==> config.mk <==
export PLATFORM = sky130hd
export DESIGN_NAME = hub_router
export DESIGN_NICKNAME = d
export VERILOG_FILES = /design/src/rtl/hub_router.sv
export SDC_FILE = /design/constraint.sdc
export NUM_CORES = 1
export LEC_CHECK = 0
export BUFFER_PORTS_ARGS = -buffer_cell sky130_fd_sc_hd__clkbuf_2
export CORE_AREA = 2 2 128 99
export DETAILED_ROUTE_END_ITERATION = 12
export DIE_AREA = 0 0 130 101
export PLACE_DENSITY_LB_ADDON = 0.3
export SLEW_MARGIN = 0
export SYNTH_ARGS = -nofsm -noshare
export SYNTH_HDL_FRONTEND = slang
export SYNTH_SLANG_ARGS = --single-unit
==> constraint.sdc <==
create_clock -name clock50 -period 4.2 [get_ports clock50]
set_input_delay 0.21 -clock clock50 [delete_from_list [all_inputs] [get_ports clock50]]
set_output_delay 0.21 -clock clock50 [all_outputs]
set_load 0.005 [all_outputs]
==> src/rtl/hub_router.sv <==
// Central switch of the Arduino hub: synchronises node packets, arbitrates round-robin
// into a small FIFO and delivers one packet per slot to the destination node.
module hub_router #(
   parameter int FIFO_DEPTH = 4,
   parameter int SLOT_DIV   = 25000000
) (
   input  logic        clock50,
   input  logic        reset_n,
   input  logic [15:0] node_out,
   output logic [7:0]  node_in,
   output logic [3:0]  hub_display,
   output logic [2:0]  fifo_level,
   output logic [7:0]  drop_count
);

   localparam int PW = $clog2(FIFO_DEPTH);
   localparam int CW = (SLOT_DIV > 1) ? $clog2(SLOT_DIV) : 1;
   localparam logic [2:0]    FULL_LVL  = 3'(FIFO_DEPTH);
   localparam logic [CW-1:0] SLOT_LAST = CW'(SLOT_DIV - 1);

   logic [15:0]   sync_a;
   logic [15:0]   sync_b;
   logic [15:0]   hist;
   logic [3:0]    pend;
   logic [1:0]    pend_dest [4];
   logic [1:0]    pend_data [4];
   logic [1:0]    rr_ptr;
   logic [CW-1:0] slot_cnt;
   logic          slot_tick;

   logic [5:0]    fifo_mem [FIFO_DEPTH];
   logic [PW-1:0] wr_ptr;
   logic [PW-1:0] rd_ptr;
   logic [2:0]    level;
   logic          fifo_full;
   logic          fifo_empty;
   logic [5:0]    head;

   logic          pop;
   logic          push;
   logic          grant_found;
   logic [1:0]    grant_idx;
   logic [3:0]    grant_clr;
   logic [3:0]    req_new;
   logic [3:0]    req_drop;
   logic [3:0]    req_take;
   logic [2:0]    drop_inc;
   logic [8:0]    drop_sum;

   assign slot_tick  = (slot_cnt == SLOT_LAST);
   assign fifo_full  = (level == FULL_LVL);
   assign fifo_empty = (level == 3'd0);
   assign head       = fifo_mem[rd_ptr];
   assign pop        = slot_tick && !fifo_empty;
   assign push       = grant_found && (!fifo_full || pop);
   assign grant_clr  = push ? (4'b0001 << grant_idx) : 4'b0000;
   assign fifo_level = level;

   always_comb begin
      grant_found = 1'b0;
      grant_idx   = rr_ptr;
      for (int k = 0; k < 4; k++) begin
         if (!grant_found && pend[rr_ptr + 2'(k)]) begin
            grant_found = 1'b1;
            grant_idx   = rr_ptr + 2'(k);
         end
      end
   end

   // A flag being granted this cycle is free again, so a packet arriving now is accepted.
   always_comb begin
      req_new  = '0;
      req_drop = '0;
      req_take = '0;
      for (int i = 0; i < 4; i++) begin
         req_new[i] = (sync_b[4*i +: 2] != 2'b00) && (sync_b[4*i +: 4] != hist[4*i +: 4]);
         if (req_new[i]) begin
            if ((sync_b[4*i+2 +: 2] == 2'(i)) || (pend[i] && !grant_clr[i]))
               req_drop[i] = 1'b1;
            else
               req_take[i] = 1'b1;
         end
      end
   end

   assign drop_inc = {2'b00, req_drop[0]} + {2'b00, req_drop[1]} +
                     {2'b00, req_drop[2]} + {2'b00, req_drop[3]};
   assign drop_sum = {1'b0, drop_count} + {6'b0, drop_inc};

   always_ff @(posedge clock50 or negedge reset_n) begin
      if (!reset_n) begin
         sync_a   <= '0;
         sync_b   <= '0;
         hist     <= '0;
         pend     <= '0;
         rr_ptr   <= '0;
         slot_cnt <= '0;
         for (int i = 0; i < 4; i++) begin
            pend_dest[i] <= '0;
            pend_data[i] <= '0;
         end
      end else begin
         sync_a   <= node_out;
         sync_b   <= sync_a;
         hist     <= sync_b;
         slot_cnt <= slot_tick ? '0 : slot_cnt + CW'(1);
         if (push)
            rr_ptr <= grant_idx + 2'd1;
         for (int i = 0; i < 4; i++) begin
            if (req_take[i]) begin
               pend[i]      <= 1'b1;
               pend_dest[i] <= sync_b[4*i+2 +: 2];
               pend_data[i] <= sync_b[4*i +: 2];
            end else if (grant_clr[i]) begin
               pend[i] <= 1'b0;
            end
         end
      end
   end

   always_ff @(posedge clock50) begin
      if (push)
         fifo_mem[wr_ptr] <= {grant_idx, pend_dest[grant_idx], pend_data[grant_idx]};
   end

   always_ff @(posedge clock50 or negedge reset_n) begin
      if (!reset_n) begin
         wr_ptr      <= '0;
         rd_ptr      <= '0;
         level       <= '0;
         node_in     <= '0;
         hub_display <= '0;
         drop_count  <= '0;
      end else begin
         if (push)
            wr_ptr <= wr_ptr + PW'(1);
         if (pop)
            rd_ptr <= rd_ptr + PW'(1);
         case ({push, pop})
            2'b10:   level <= level + 3'd1;
            2'b01:   level <= level - 3'd1;
            default: level <= level;
         endcase
         drop_count <= drop_sum[8] ? 8'hFF : drop_sum[7:0];
         if (slot_tick) begin
            if (!fifo_empty) begin
               node_in     <= 8'(head[1:0]) << {head[3:2], 1'b0};
               hub_display <= {head[5:4], head[1:0]};
            end else begin
               node_in <= '0;
            end
         end
      end
   end

endmodule
=== Word level (Yosys, flattened, before mapping) ===
Memories as Yosys holds them, arrays and structs flattened.
Index checks and enable logic that the tools add are counted.

* Bits in registers: 122
* Memory bits (writable): 24
* Bits of input ports: 18
* Output and inout bits: 23
* Logic and storage cells: 148
* Memories: 1

* Add/subtract/negate cells: 13
* Order comparisons: 5
* Equality and inequality tests: 11
* Shift-type cells: 2
* Multiplexer cells: 52
* Bitwise logic cells: 2
* Reductions and logical operators: 39

{| class="wikitable"
|+ Memories
! name !! depth !! bits a word !! read ports !! clocked after Yosys merged registers in !! write ports !! RTL line !! source
|-
| fifo_mem || 4 || 6 || 1 || 0 || 1 || 31 || <nowiki>logic [5:0] fifo_mem [FIFO_DEPTH];</nowiki>
|}

{| class="wikitable"
|+ Operators with widths
! operator !! count
|-
| 1-bit two-way mux || 34
|-
| 25-bit by 1-bit adder with 25-bit output, second input constant || 1
|-
| 25-bit == test, second input constant || 1
|-
| 25-bit two-way mux || 1
|-
| 2-bit nonzero test || 9
|-
| 8-bit two-way mux || 2
|-
| 4-bit inequality test || 4
|-
| 2-bit two-way mux || 7
|-
| 1-bit logical AND || 13
|-
| 2-bit by 3-bit < comparator with 1-bit output, second input constant || 4
|-
| 8-bit by 3-bit adder with 9-bit output || 1
|-
| 1-bit zero test || 9
|-
| 2-bit by 1-bit adder with 2-bit output, second input constant || 4
|-
| 1-bit binary-select mux with 2-bit select || 4
|-
| 2-bit binary-select mux with 2-bit select || 2
|-
| 2-bit by 3-bit << shifter with 8-bit output || 1
|-
| 2-bit == test, second input constant || 3
|-
| 3-bit one-hot mux with 2 select lines || 1
|-
| 1-bit logical OR || 5
|-
| 2-bit adder, second input constant || 2
|-
| 2-bit by 1-bit == test with 1-bit output, second input constant || 2
|-
| 4-bit two-way mux || 1
|-
| 1-bit by 2-bit << shifter with 4-bit output, first input constant || 1
|-
| 2-bit by 1-bit adder with 3-bit output || 1
|-
| 11 further kinds || 11
|}

=== Longest topological paths before layout ===
* Depth after elaboration: 24
* Mapped depth: 18
* Gate-level depth less buffers: 17

=== Worst setup path before layout ===
OpenSTA, ideal clock, no wires.

* Path kind: register to register
* Start point: reg pend[0]
* End point: reg drop_count[0]
* Setup time: 124 ps
* Arrival time: 3971 ps
* Data required time: 4076 ps
* Slack: 105 ps
* Stages on the path, launching flop included: 18
* Buffers on the path: 1
* Clock period less this slack: 4095 ps
* Cell sequence: dfrtp_1 -> clkbuf_1 -> nor2b_1 -> a21oi_1 -> o32ai_1 -> a21oi_1 -> inv_1 -> ha_1 -> nand2_1 -> a21o_1 -> nand3b_1 -> fa_1 -> inv_1 -> fa_1 -> fa_1 -> and3_1 -> nand3_1 -> nand2b_1

* Cells in the longest elaborated chain, start to end: 24
* Elaborated cells on any way between the ends: 49
* Classes of those cells: 4 x add/sub; 1 x shift; 25 x mux; 19 x reduce/logical

{| class="wikitable"
|+ RTL lines
! item !! RTL line !! source
|-
| from (decl) || 24 || <nowiki>logic [3:0] pend;</nowiki>
|-
| from (signal assigned) || 95 || <nowiki>pend <= '0;</nowiki>
|-
| from (signal, indexed assignment) || 111 || <nowiki>pend[i] <= 1'b1;</nowiki>
|-
| from (signal, indexed assignment) || 115 || <nowiki>pend[i] <= 1'b0;</nowiki>
|-
| 1-bit binary-select mux with 2-bit select || 63 || <nowiki>if (!grant_found && pend[rr_ptr + 2'(k)]) begin</nowiki>
|-
| 1-bit two-way mux (implied by the code) || 63 ||
|-
| 1-bit two-way mux || 63 ||
|-
| 1-bit zero test || 63 ||
|-
| 1-bit logical AND || 63 ||
|-
| 1-bit two-way mux || 63 ||
|-
| 1-bit zero test || 63 ||
|-
| 1-bit logical AND || 63 ||
|-
| (+4 left out) || n/a ||
|-
| named net grant_idx[0] || 42 || <nowiki>logic [1:0] grant_idx;</nowiki>
|-
| (+4 left out) || n/a ||
|-
| 1-bit logical OR || 78 || <nowiki>if ((sync_b[4*i+2 +: 2] == 2'(i)) || (pend[i] && !grant_clr[i]))</nowiki>
|-
| 1-bit two-way mux || 78 ||
|-
| 1-bit two-way mux || 77 || <nowiki>if (req_new[i]) begin</nowiki>
|-
| 1-bit by 1-bit adder with 2-bit output || 86 || <nowiki>assign drop_inc = {2'b00, req_drop[0]} + {2'b00, req_drop[1]} +</nowiki>
|-
| 2-bit by 1-bit adder with 3-bit output || 86 ||
|-
| 3-bit by 1-bit adder with 3-bit output * || 87 || <nowiki>{2'b00, req_drop[2]} + {2'b00, req_drop[3]};</nowiki>
|-
| 8-bit by 3-bit adder with 9-bit output * || 88 || <nowiki>assign drop_sum = {1'b0, drop_count} + {6'b0, drop_inc};</nowiki>
|-
| 8-bit two-way mux * || 144 || <nowiki>drop_count <= drop_sum[8] ? 8'hFF : drop_sum[7:0];</nowiki>
|-
| to (signal assigned) || 144 ||
|-
| to (decl) || 13 || <nowiki>output logic [7:0] drop_count</nowiki>
|}

The timed path passes the listed nets; every way through them passes the cells marked *. The select of a mux whose other input is x is not followed.
A chain may end at the register's enable or synchronous reset.

=== Worst setup path after layout ===
* Start point: reg slot_cnt[15]
* End point: reg drop_count[5]

* Cells in the longest elaborated chain, start to end: 15
* Elaborated cells on any way between the ends: 30
* Classes of those cells: 4 x add/sub; 1 x eq/ne; 10 x mux; 15 x reduce/logical

{| class="wikitable"
|+ RTL lines
! item !! RTL line !! source
|-
| from (decl) || 28 || <nowiki>logic [CW-1:0] slot_cnt;</nowiki>
|-
| from (signal assigned) || 106 || <nowiki>slot_cnt <= slot_tick ? '0 : slot_cnt + CW'(1);</nowiki>
|-
| 25-bit == test * || 50 || <nowiki>assign slot_tick = (slot_cnt == SLOT_LAST);</nowiki>
|-
| 1-bit logical AND * || 54 || <nowiki>assign pop = slot_tick && !fifo_empty;</nowiki>
|-
| 1-bit logical OR * || 55 || <nowiki>assign push = grant_found && (!fifo_full || pop);</nowiki>
|-
| 1-bit logical AND * || 55 ||
|-
| 4-bit two-way mux * || 56 || <nowiki>assign grant_clr = push ? (4'b0001 << grant_idx) : 4'b0000;</nowiki>
|-
| 1-bit zero test || 78 ||
|-
| 1-bit logical AND || 78 ||
|-
| 1-bit logical OR || 78 ||
|-
| 1-bit two-way mux || 78 ||
|-
| 1-bit two-way mux || 77 ||
|-
| 1-bit by 1-bit adder with 2-bit output || 86 ||
|-
| 2-bit by 1-bit adder with 3-bit output || 86 ||
|-
| 3-bit by 1-bit adder with 3-bit output * || 87 ||
|-
| 8-bit by 3-bit adder with 9-bit output * || 88 ||
|-
| 8-bit two-way mux * || 144 ||
|}

Every way passes the cells marked *; elsewhere a longest branch is shown, timed or not.

==> impl_results.md <==
- Final core utilization: 0.6171
- Synth top area share: 0.4893
- Top area cells in the synthesized netlist: dfrtp_1 (49%), edfxtp_1 (12%), xnor2_1 (4.6%), mux2_2 (2.9%), mux2i_1 (2.2%)
- Pwr Density: 674.0 nW/µm²
- Number of hold buffers added after cts: 17
- Netlist area before placement: between 6000 and 7000 µm²
- Number of resized instances in the post-cts repair step: 0
- Cell at the root of the clock tree: clkbuf_16
- Period minus WS final: 3.908 ns
- Die X: 130 µm
- Floorplan die area: roughly 13000 µm²
- Starting density of the core: 0.5219
- Count of endpoints failing hold in the final timing report: 0
- Sum of internal, switching and leakage power: 4.972 mW
- Routed via count divided by cell count: 5.541
- Worst Clk Skew: between 0.01 and 0.015 ns
- Clock tree buffer depth: 2
- Synth-to-Final Area Change: 18.23%
- Diode count: 0
- All-layer global routing usage: 0.1973
- Antenna Nets Post-Route: 0
- Number of clock buffers inserted by TritonCTS: 17
- Post-CTS setup buffers: 0
- # setup viols final: 0
- Area of the core region: between 10000 and 15000 µm²
- Number of input and output port buffers inserted: 40
- R2R depth: 11
- Number of warnings reported in the yosys synthesis log: 0
- Number of sinks handled by clock tree synthesis: 146
- Wire length of the first global-routing pass: 19930 µm
- Clock latency on the worst-skew pair: 0.42 ns
- Number of global-route vias before repair: 4029
- Via total after detailed routing: 4073
- Unrepaired setup endpoints after global routing: false
- Mean post-synth cell area: around 13 µm²
- Share of post-route cells with drive strength above 1: 0.1933
- Post-route setup TNS: 0 ns
- Leakage Power: 3.086 nW
- Category of the worst setup path capture point: flip-flop
- Ratio of final minimum period to clock period: 0.9306
- Class of the tightest hold or removal check: reg -> reg
- Row cnt: 35
- Number of top-level design ports: 41
- Synthesized instance count: 489
- Post-Layout Inst Area: 7377 µm²
- Run status: complete, no violations
- Category of the most critical setup path: reg -> reg
- Required time at the endpoint of the critical path: roughly 4.5 ns
- Max Fclk: 255.9 MHz
- Number of violations of the max-capacitance limit: 0
- Number of nets in the final layout: 588
- GRT Residual Overflow: 0
- Post-detailed-placement cell area: 6641 µm²
- Height of the die: 101 µm
- Half-perimeter wire length of the detailed placement result: 7967 µm
- Number of design-rule violations left by the first detailed-router iteration: roughly 350
- Largest net degree at the start of global routing: 67
- Detailed-route wire length: ~12000 µm
- Transition time of the tightest slew-check pin: 1.010 ns
- Sequential element share of the synthesized area: 0.6048
- Arrival time of data at the critical path endpoint: 4.20 ns
- Most used cells in the layout excluding fill and tap cells: dfrtp_1 (122), clkbuf_2 (39), xnor2_1 (33), nand2_1 (33), nor2_1 (29)
- Syn_nets: 521
- Worst hold path stage count: 0
- Iteration count of the initial detailed-routing pass: 6
- Clock slew at the register clock pins of the worst setup and hold paths: 0.07 ns
- Minimum setup slack among reg-to-reg paths: 0.29 ns
- Number of antenna violations at the first check in global routing: 0
- H-Tree Depth: 4
- # DRC: 0
- Worst vdd rail ir drop: around 400 µV
- Crit path launch type: flip-flop
- Distinct cells, synth: 52
- CTS tree: yes
- Number of enable-type register cells in the synthesized netlist: 24
- Final number of max-transition violations: 0
- Most common cell after layout, fill and taps aside: dfrtp_1
- Wire length per cell after detailed routing: ~16 µm
- Relative slew slack: 0.3206
- Main flop type after synthesis: dfrtp_1
- Synthesized flop and latch total: about 150
- Final GP Congestion: 0.8654
- Library cell with the largest summed area after synthesis: dfrtp_1
- Crit Path Max Fanout: 8
- Synth async-reset ratio: 0.8356
-- cell families after synthesis --
kind of cell | count (synthesis) | share of synthesized area
fa+ha+maj | 14 | 0.03289
compound gates | 55 | 0.05855
flops | 146 | 0.6048
buf+inv | 28 | 0.01684
xor+xnor | 39 | 0.05474
simple gates | 165 | 0.1484
mux | 42 | 0.08382
-- worst paths after layout --
check / from / endpoint
max: slot_cnt[15]$_DFF_PN0_ / drop_count[5]$_DFF_PN0_
max reg2reg: slot_cnt[15]$_DFF_PN0_ / drop_count[5]$_DFF_PN0_
min in group asynchronous: reset_n / slot_cnt[5]$_DFF_PN0_
max in group asynchronous: reset_n / hist[7]$_DFF_PN0_
min: sync_a[1]$_DFF_PN0_ / sync_b[1]$_DFF_PN0_
min reg2reg: sync_a[1]$_DFF_PN0_ / sync_b[1]$_DFF_PN0_
-- cells in the mapped netlist (2+ instances only) --
library cell and count:
dfrtp_1 122, nand2_1 33, xnor2_1 33, nor2_1 29
edfxtp_1 24, o21ai_0 18, nand3_1 17, mux2_2 16
inv_1 14, mux2i_1 14, clkbuf_1 12, nand4_1 12
ha_1 10, a21oi_1 9, and2_1 9, nor3_1 8
nand2b_1 7, nor4_1 7, and3_1 6, mux2_1 6
mux4_2 6, nor3b_1 6, o211ai_1 6, xor2_1 6
and4_1 5, nand3b_1 5, a21o_1 4, a21oi_2 4
fa_1 4, nand4b_1 4, nor2b_1 4, o2111ai_1 4
o2bb2ai_1 3, and3b_1 2, buf_1 2, or4_1 2
-- state kept, by name (all words and copies together) (netlist names) --
signal / count
hub_display: 4
drop_count: 8
sync_b: 16
node_in: 8
pend_dest: 8
pend: 4
wr_ptr: 2
rd_ptr: 2
sync_a: 16
fifo_level: 3
fifo_mem: 24
slot_cnt: 25
pend_data: 8
hist: 16
rr_ptr: 2
-- layout make-up --
cell class	instances	area [µm²]
inverter	14	52.55
clock inverter	15	140.1
tap	166	207.7
clock buffer	17	425.4
sequential	146	3774
multi-input combinational	315	2367
timing repair buffer	62	410.4
fill	938	4578
-- power breakdown --
| group | switching [mW] | internal [mW] |
|---|---|---|
| logic | 0.784 | 0.663 |
| registers | 0.220 | 1.87 |
| clock network | 0.648 | 0.784 |
| total | 1.65 | 3.32 |
-- metrics by stage --
stage               setup slack, ns  instances  hold slack, ns
floorplan                    0.1049        489        -0.08559
global placement             0.5781        686          0.3188
detailed placement           0.3990        686          0.3196
CTS                          0.3596        735          0.3502
global route                 0.1108        735          0.3571
finish                       0.2916        735          0.3493
-- critical path: stages, from the launching register on --
cell	delay, ns
dfrtp_1	0.43
or4b_1	0.62
nor4_4	0.61
nand4b_1	0.27
nand3b_1	0.19
fa_1	0.19
inv_1	0.07
fa_1	0.46
fa_1	0.44
and3_1	0.22
nand3_1	0.19
nand2_1	0.09
-- per-layer routing --
metal	up-vias	routed length (µm)	global-route usage
met5	-	0	0
met1	2040	5509	0.2668
met3	19	435	0.04618
met4	0	127	0.07610
met2	117	5719	0.3125
li1	1897	-	-
Note: power is estimated with default switching activity, not from simulation.
